==> src/rtl/pc_sequencer.sv <==
// pc_sequencer: program-flow controller for the 5-bit PC / 6-bit program
// memory / instruction-decoder core. Owns the PC, executes control opcodes
// (JMP, JZ, CALL, RET, HALT) itself and hands ordinary instructions to the
// decoder through IR.
//
// Build option: define CALL_STACK_EN to enable CALL/RET and the return
// stack. Without it, CALL/RET codes are ordinary instructions and StackErr
// is tied low.
//
// Ports:
//   clk       rising-edge clock
//   Reset     synchronous, active-high reset
//   Ins       instruction word at Addr (combinational program memory)
//   Flag_Z    ALU zero flag, used only by JZ in the operand cycle
//   Stall     freeze all state for one cycle
//   Addr      program counter / program memory address
//   IR        last ordinary instruction for the decoder
//   IR_Valid  one-cycle pulse when IR was loaded
//   Halted    sequencer is in HALT
//   StackErr  sticky return-stack overflow/underflow flag
module pc_sequencer #(
  parameter int unsigned ADDR_W      = 5,
  parameter int unsigned INS_W       = 6,
  parameter int unsigned STACK_DEPTH = 4
) (
  input  logic              clk,
  input  logic              Reset,
  input  logic [INS_W-1:0]  Ins,
  input  logic              Flag_Z,
  input  logic              Stall,
  output logic [ADDR_W-1:0] Addr,
  output logic [INS_W-1:0]  IR,
  output logic              IR_Valid,
  output logic              Halted,
  output logic              StackErr
);

  // Elaboration-time guard on the stack depth range.
  if (STACK_DEPTH < 1 || STACK_DEPTH > 8) begin : g_depth_check
    $error("pc_sequencer: STACK_DEPTH must be 1..8");
  end

  localparam logic [INS_W-1:0] OPC_JMP  = INS_W'(6'b111000);
  localparam logic [INS_W-1:0] OPC_JZ   = INS_W'(6'b111001);
  localparam logic [INS_W-1:0] OPC_HALT = INS_W'(6'b111111);

  typedef enum logic [1:0] {ST_RUN, ST_OPER, ST_HALT} state_t;
  typedef enum logic [1:0] {OP_JMP, OP_JZ, OP_CALL} op_t;

  state_t            state_q, state_d;
  op_t               op_q, op_d;
  logic [ADDR_W-1:0] pc_q, pc_d;
  logic [INS_W-1:0]  ir_q, ir_d;
  logic              ir_valid_q, ir_valid_d;
  logic              halted_q;

  logic [ADDR_W-1:0] pc_inc;
  logic [ADDR_W-1:0] target;
  logic              is_jmp, is_jz, is_halt, is_two_word;

  // Target word of a two-word instruction: low ADDR_W bits, upper bits ignored.
  assign pc_inc  = pc_q + ADDR_W'(1);
  assign target  = Ins[ADDR_W-1:0];
  assign is_jmp  = (Ins == OPC_JMP);
  assign is_jz   = (Ins == OPC_JZ);
  assign is_halt = (Ins == OPC_HALT);

`ifdef CALL_STACK_EN
  localparam logic [INS_W-1:0] OPC_CALL = INS_W'(6'b111010);
  localparam logic [INS_W-1:0] OPC_RET  = INS_W'(6'b111011);
  localparam int unsigned SP_W  = $clog2(STACK_DEPTH + 1);
  localparam int unsigned IDX_W = (STACK_DEPTH > 1) ? $clog2(STACK_DEPTH) : 1;

  logic [ADDR_W-1:0] stack_q [STACK_DEPTH];
  logic [SP_W-1:0]   sp_q, sp_d;
  logic              err_q, err_d;
  logic              push_c;
  logic              is_call, is_ret;
  logic [ADDR_W-1:0] top_c;

  assign is_call     = (Ins == OPC_CALL);
  assign is_ret      = (Ins == OPC_RET);
  assign is_two_word = is_jmp | is_jz | is_call;
  // Top-of-stack entry; only consumed when the stack is non-empty.
  assign top_c       = stack_q[IDX_W'(sp_q - SP_W'(1))];
`else
  assign is_two_word = is_jmp | is_jz;
`endif

  // Next-state, PC, IR and stack control.
  always_comb begin
    state_d    = state_q;
    op_d       = op_q;
    pc_d       = pc_q;
    ir_d       = ir_q;
    ir_valid_d = 1'b0;
`ifdef CALL_STACK_EN
    sp_d       = sp_q;
    err_d      = err_q;
    push_c     = 1'b0;
`endif
    if (!Stall) begin
      case (state_q)
        ST_RUN: begin
          if (is_halt) begin
            state_d = ST_HALT;
          end else if (is_two_word) begin
            if (is_jmp)     op_d = OP_JMP;
            else if (is_jz) op_d = OP_JZ;
            else            op_d = OP_CALL;
            pc_d    = pc_inc;
            state_d = ST_OPER;
          end
`ifdef CALL_STACK_EN
          else if (is_ret) begin
            if (sp_q != SP_W'(0)) begin
              pc_d = top_c;
              sp_d = sp_q - SP_W'(1);
            end else begin
              err_d = 1'b1;
              pc_d  = pc_inc;
            end
          end
`endif
          else begin
            ir_d       = Ins;
            ir_valid_d = 1'b1;
            pc_d       = pc_inc;
          end
        end
        ST_OPER: begin
          state_d = ST_RUN;
          case (op_q)
            OP_JMP:  pc_d = target;
            OP_JZ:   pc_d = Flag_Z ? target : pc_inc;
            OP_CALL: begin
`ifdef CALL_STACK_EN
              // A full stack drops the return address but still jumps.
              if (sp_q == SP_W'(STACK_DEPTH)) begin
                err_d = 1'b1;
              end else begin
                push_c = 1'b1;
                sp_d   = sp_q + SP_W'(1);
              end
`endif
              pc_d = target;
            end
            default: pc_d = target;
          endcase
        end
        ST_HALT: ;
        default: state_d = ST_RUN;
      endcase
    end
  end

  // State and output registers.
  always_ff @(posedge clk) begin
    if (Reset) begin
      state_q    <= ST_RUN;
      op_q       <= OP_JMP;
      pc_q       <= '0;
      ir_q       <= '0;
      ir_valid_q <= 1'b0;
      halted_q   <= 1'b0;
`ifdef CALL_STACK_EN
      sp_q       <= '0;
      err_q      <= 1'b0;
`endif
    end else begin
      state_q    <= state_d;
      op_q       <= op_d;
      pc_q       <= pc_d;
      ir_q       <= ir_d;
      ir_valid_q <= ir_valid_d;
      halted_q   <= (state_d == ST_HALT);
`ifdef CALL_STACK_EN
      sp_q       <= sp_d;
      err_q      <= err_d;
`endif
    end
  end

`ifdef CALL_STACK_EN
  // Return-stack storage; pushes the address after the CALL operand.
  always_ff @(posedge clk) begin
    if (!Reset && push_c) begin
      stack_q[IDX_W'(sp_q)] <= pc_inc;
    end
  end

  assign StackErr = err_q;
`else
  assign StackErr = 1'b0;
`endif

  assign Addr     = pc_q;
  assign IR       = ir_q;
  assign IR_Valid = ir_valid_q;
  assign Halted   = halted_q;

endmodule

==> config.mk <==
export PLATFORM = sky130hd
export DESIGN_NAME = pc_sequencer
export DESIGN_NICKNAME = d
export VERILOG_FILES = /design/src/rtl/pc_sequencer.sv
export SDC_FILE = /design/constraint.sdc
export NUM_CORES = 1
export LEC_CHECK = 0
export CORE_UTILIZATION = 48
export DETAILED_ROUTE_END_ITERATION = 10
export PLACE_DENSITY_LB_ADDON = 0.1
export SLEW_MARGIN = 5
export SYNTH_ARGS = -nofsm -noshare
export SYNTH_HDL_FRONTEND = slang
export SYNTH_SLANG_ARGS = --single-unit
==> constraint.sdc <==
create_clock -name clk -period 2.65 [get_ports clk]
set_input_delay 0.53 -clock clk [delete_from_list [all_inputs] [get_ports clk]]
set_output_delay 0.53 -clock clk [all_outputs]
set_load 0.05 [all_outputs]
== Word level (Yosys, flattened, before mapping) ==
Index checks and enable logic that the tools add are counted.
Operators by class
  bitwise logic cells: 5
  eq/ne operators: 8
  div/mod/pow operators: 0
  multipliers: 0
  reductions and logical operators: 6
  muxes and demuxes: 11
  add/subtract/negate cells: 1
  magnitude comparators: 0
  shift operators: 0
Operators with widths (count)
  == test 6 bit (second input constant): 3
  2-to-1 mux 5 bit: 3
  2-to-1 mux 2 bit: 5
  case mux 5 bit (2 select lines): 1
  AND reduction 4 bit: 2
  adder 5 x 1 -> 5 bit (second input constant): 1
  == test 2 x 1 -> 1 bit (second input constant): 2
  == test 2 bit (second input constant): 2
  NOT 1 bit: 4
  case mux 2 bit (2 select lines): 1
  OR reduction 4 bit: 1
  AND reduction 3 bit: 1
  zero test 2 bit: 1
  != test 2 bit (second input constant): 1
  nonzero test 2 bit: 1
  2-to-1 mux 1 bit: 1
  OR 1 bit: 1
Word-level totals
  bits in read-only memories: 0
  register bits after elaboration: 17
  word-level logic and storage cells: 37
  memories kept: 0
  bits in latches: 0
  RAM bits: 0

== Logic depth before layout (Yosys ltp) ==
  depth after elaboration: 7
  mapped depth: 5

== Worst setup path before layout ==
Ideal clock, no wire load.
  path kind: input to register
  from: in Flag_Z
  to: reg pc_q[2], in the netlist Addr[2]
  data required time: 2533 ps
  cell stages on the path: 4
  buffers on the path: 0
  path slack: 902 ps
  data arrival time: 1630 ps
  library setup time: 117 ps
  cell sequence: or3b_1 -> nand2_1 -> mux2_2 -> a32o_1
On the way
  cells in the longest elaborated chain, start to end: 3
RTL lines
  start: declaration: RTL line 29  | input logic Flag_Z,
  2-to-1 mux 5 bit: RTL line 135  | OP_JZ: pc_d = Flag_Z ? target : pc_inc;
  2-to-1 mux 5 bit: RTL line 133  | case (op_q)
  case mux 5 bit (2 select lines): RTL line 103  | case (state_q)
  end signal: assignment: RTL line 173  | pc_q <= pc_d;
  end: declaration: RTL line 52  | logic [ADDR_W-1:0] pc_q, pc_d;
Every way passes these cells.
A chain may end at the register's enable or synchronous reset.

== Final worst setup path ==
  from: reg pc_q[0], in the netlist Addr[0]
  to: out Addr[0]
RTL lines
  end: declaration: RTL line 31  | output logic [ADDR_W-1:0] Addr,
No word-level cell between the ends.

==> impl_metrics.csv <==
group,metric,value,unit
power,switching_share,30.9,%
cells_and_area,area_growth,32.2,%
logic_synthesis,yosysTopAreaCell,"dfxtp_1",
floorplan,row_count,14,
logic_synthesis,synth_compound_area_share,20.1,%
clocking,cts_tree,"yes",
routing,drtIter0Drc,30,
clocking,cts_buffer_depth,2,
cells_and_area,drive_above_1_share,8.55,%
logic_synthesis,async_reset_ff_share,0,%
logic_synthesis,ys_ff_latch,17,
logic_synthesis,synth_area_leaders,"dfxtp_1, mux2i_1, nor2_1, a21oi_1, nand3_1",
clocking,clk_pin_slew,0.10,ns
logic_synthesis,synth-xor-area-share,0,%
logic_synthesis,synth-seq-area-share,41.7,%
global_routing,grt_max_degree,15,
floorplan,initial_core_util,52.9,%
power,seq_power_share,50.9,%
clocking,clock-root-buffer,"clkbuf_4",
global_routing,antenna_found_initial,0,
clocking,cts_made_buffers,3,
clocking,holdBufCountCts,0,
setup_path,path_delay_family,"buffers and inverters",
place,placed_area,1050,µm²
power,vdd_drop_max,339,µV
logic_synthesis,synth_fp_nets,103,
cells_and_area,final_core_util,70.0,%
global_routing,grt_usage,20.6,%
floorplan,design.die.area,1870,µm²
flow_run,cap_violations,0,
power,combPwrFrac,22.9,%
logic_synthesis,muxShareOfSynthArea,7.52,%
run_status,status,"complete, no violations",
routing,drcViolationCount,0,
place,port_buffers,22,
logic_synthesis,yosysWarnings,0,
cells_and_area,fin_cells,133,
power,clock_power_share,26.2,%
clocking,cts.sinks,17,
floorplan,die_h,43.2,µm
power,p_switching,0.166,mW
place,gp_congestion,0.838,
cells_and_area,final_nets,129,
clocking,ctsResizeCount,0,
routing,num_vias,785,
global_routing,grt_pass1_vias,686,
power,pwr_density_cell,498,nW/µm²
timing,setup_viol,0,
setup_path,worstPathCellList,"clkdlybuf4s50_1",
timing,finalWorstSetupSlack,0.600,ns
logic_synthesis,synth-simple-area-share,25.5,%
cells_and_area,final_area,1080,µm²
setup_path,crit_fanout,5,
setup_path,crit_slowest_cell,"clkdlybuf4s50_1",
timing,finalHoldViolations,0,
min_path,hold_path.class,"reg -> reg",
timing,slew_viol_final,0,
clocking,clk_latency,0.29,ns
setup_path,slowest_delay,0.83,ns
setup_path,worst-path-buf-inv,1,
logic_synthesis,post_synth_num_cell_types,34,
logic_synthesis,synth_top_family_by_area,"simple AND/OR/NAND/NOR gates",
clocking,cts_setup_buffers,0,
power,power,0.537,mW
routing,vias_per_cell,5.90,
timing,min_period,2.05,ns
clocking,cts_htree_levels,1,
setup_path,cp.arrival,1.52,ns
place,dp_slack,0.392,ns
timing,fmax,0.488,GHz
routing,wire_per_inst,12.9,µm
timing,setup_tns,0,ns
setup_path,endpoint_kind,"output pin",
routing,drt_first_pass_iters,4,
setup_path,required,2.12,ns
timing,rsz0062_at_grt,"no",
timing,worstMarginPinSlew,0.596,ns
setup_path,cp-start-kind,"flip-flop",
timing,clock-skew-final,0.00109,ns
place,dpl.cell_count,129,
global_routing,grt_pass1_wl,2.94,mm
logic_synthesis,syn-mean-instance-area,8.87,µm²
timing,slew-limit-headroom,59.9,%
routing,routed_wl,1.72,mm
logic_synthesis,synth_fa_ha_area_share,1.53,%
place,dpl.hpwl,1.26,mm
floorplan,core,1540,µm²
floorplan,pin_count,24,
global_routing,overflow,0,
logic_synthesis,yosysMostFrequentCell,"dfxtp_1",
routing,drtAntennaViolNets,0,
setup_path,worst-setup-path-type,"reg -> out",
power,power.leakage,0.414,nW
timing,period_share,77.4,%
logic_synthesis,synth_top_area_share,41.7,%
logic_synthesis,yosys-top-cells-count,"dfxtp_1, nor2_1, a21oi_1, nand3_1, nand2_1",
logic_synthesis,synthCells,92,
logic_synthesis,synth_area,816,µm²
logic_synthesis,synth_ff_type,"dfxtp_1",
power,p_int,0.371,mW
cells_and_area,n_antenna_cell,0,
floorplan,die_w,43.2,µm
logic_synthesis,synth-edff-count,0,
timing,hold_slack,0.477,ns
[flip-flops by register name (all words and copies together), names as in the netlist]
| name | cells |
|---|---|
| IR | 6 |
| Addr | 5 |
| op_q | 2 |
| state_q | 2 |
| Halted | 1 |
| IR_Valid | 1 |
[cell usage in the layout (no fill, tap or decap), types with 3 or more instances in the layout]
cell             Yosys  final
clkdlybuf4s50_1      0     22
dfxtp_1             17     17
nor2_1              12     12
nand3_1              7      7
a21oi_1              7      7
nand2_1              6      6
mux2i_1              5      5
o32ai_1              4      4
o21ai_0              3      3
inv_1                3      3
nor3_1               3      3
clkbuf_4             0      3
[metal layers]
metal	GRT usage (%)	vias to the layer above	part of all wire, %
li1	-	393	-
met1	27.2	361	48
met2	32.2	26	45
met3	4.26	5	5.3
met4	9.09	0	1.8
met5	0	-	0
[kinds of logic after synthesis]
logic type      after synthesis
other cells                   1
mux                           6
fa+ha+maj                     1
simple gates                 38
flops                        17
compound gates               23
buf+inv                       6
[worst paths after layout]
check        startpoint  slack [ns]      end  cells past startpoint
max             Addr[0]        0.60  Addr[0]                      1
min             op_q[1]        0.48  op_q[1]                      1
max reg2reg     op_q[1]        1.01  Addr[2]                      4
min reg2reg     op_q[1]        0.48  op_q[1]                      1
[power groups by stage]
| stage | combinational, mW | sequential, mW | clock [mW] |
|---|---|---|---|
| 2_1_floorplan | 0.0394 | 0.315 | 0 |
| 3_3_place_gp | 0.122 | 0.279 | 0 |
| 3_5_place_dp | 0.123 | 0.279 | 0 |
| 4_1_cts | 0.123 | 0.273 | 0.145 |
| 5_1_grt | 0.132 | 0.275 | 0.153 |
| 6_report | 0.123 | 0.273 | 0.141 |
[final cells by class]
cell class                      instances  area (µm²)
Multi-Input combinational cell         69         449
Inverter                                4        15.0
Timing Repair Buffer                   23         228
Tap cell                               16        20.0
Fill cell                             130         463
Clock buffer                            4        26.3
Sequential cell                        17         340
[worst reg2reg max path: stages, from the launching register on]
cell	delay, ns
dfxtp_1	0.32
or3b_1	0.40
nand2_1	0.26
mux2_2	0.37
a32o_1	0.21
(Power assumes the default switching activity.)
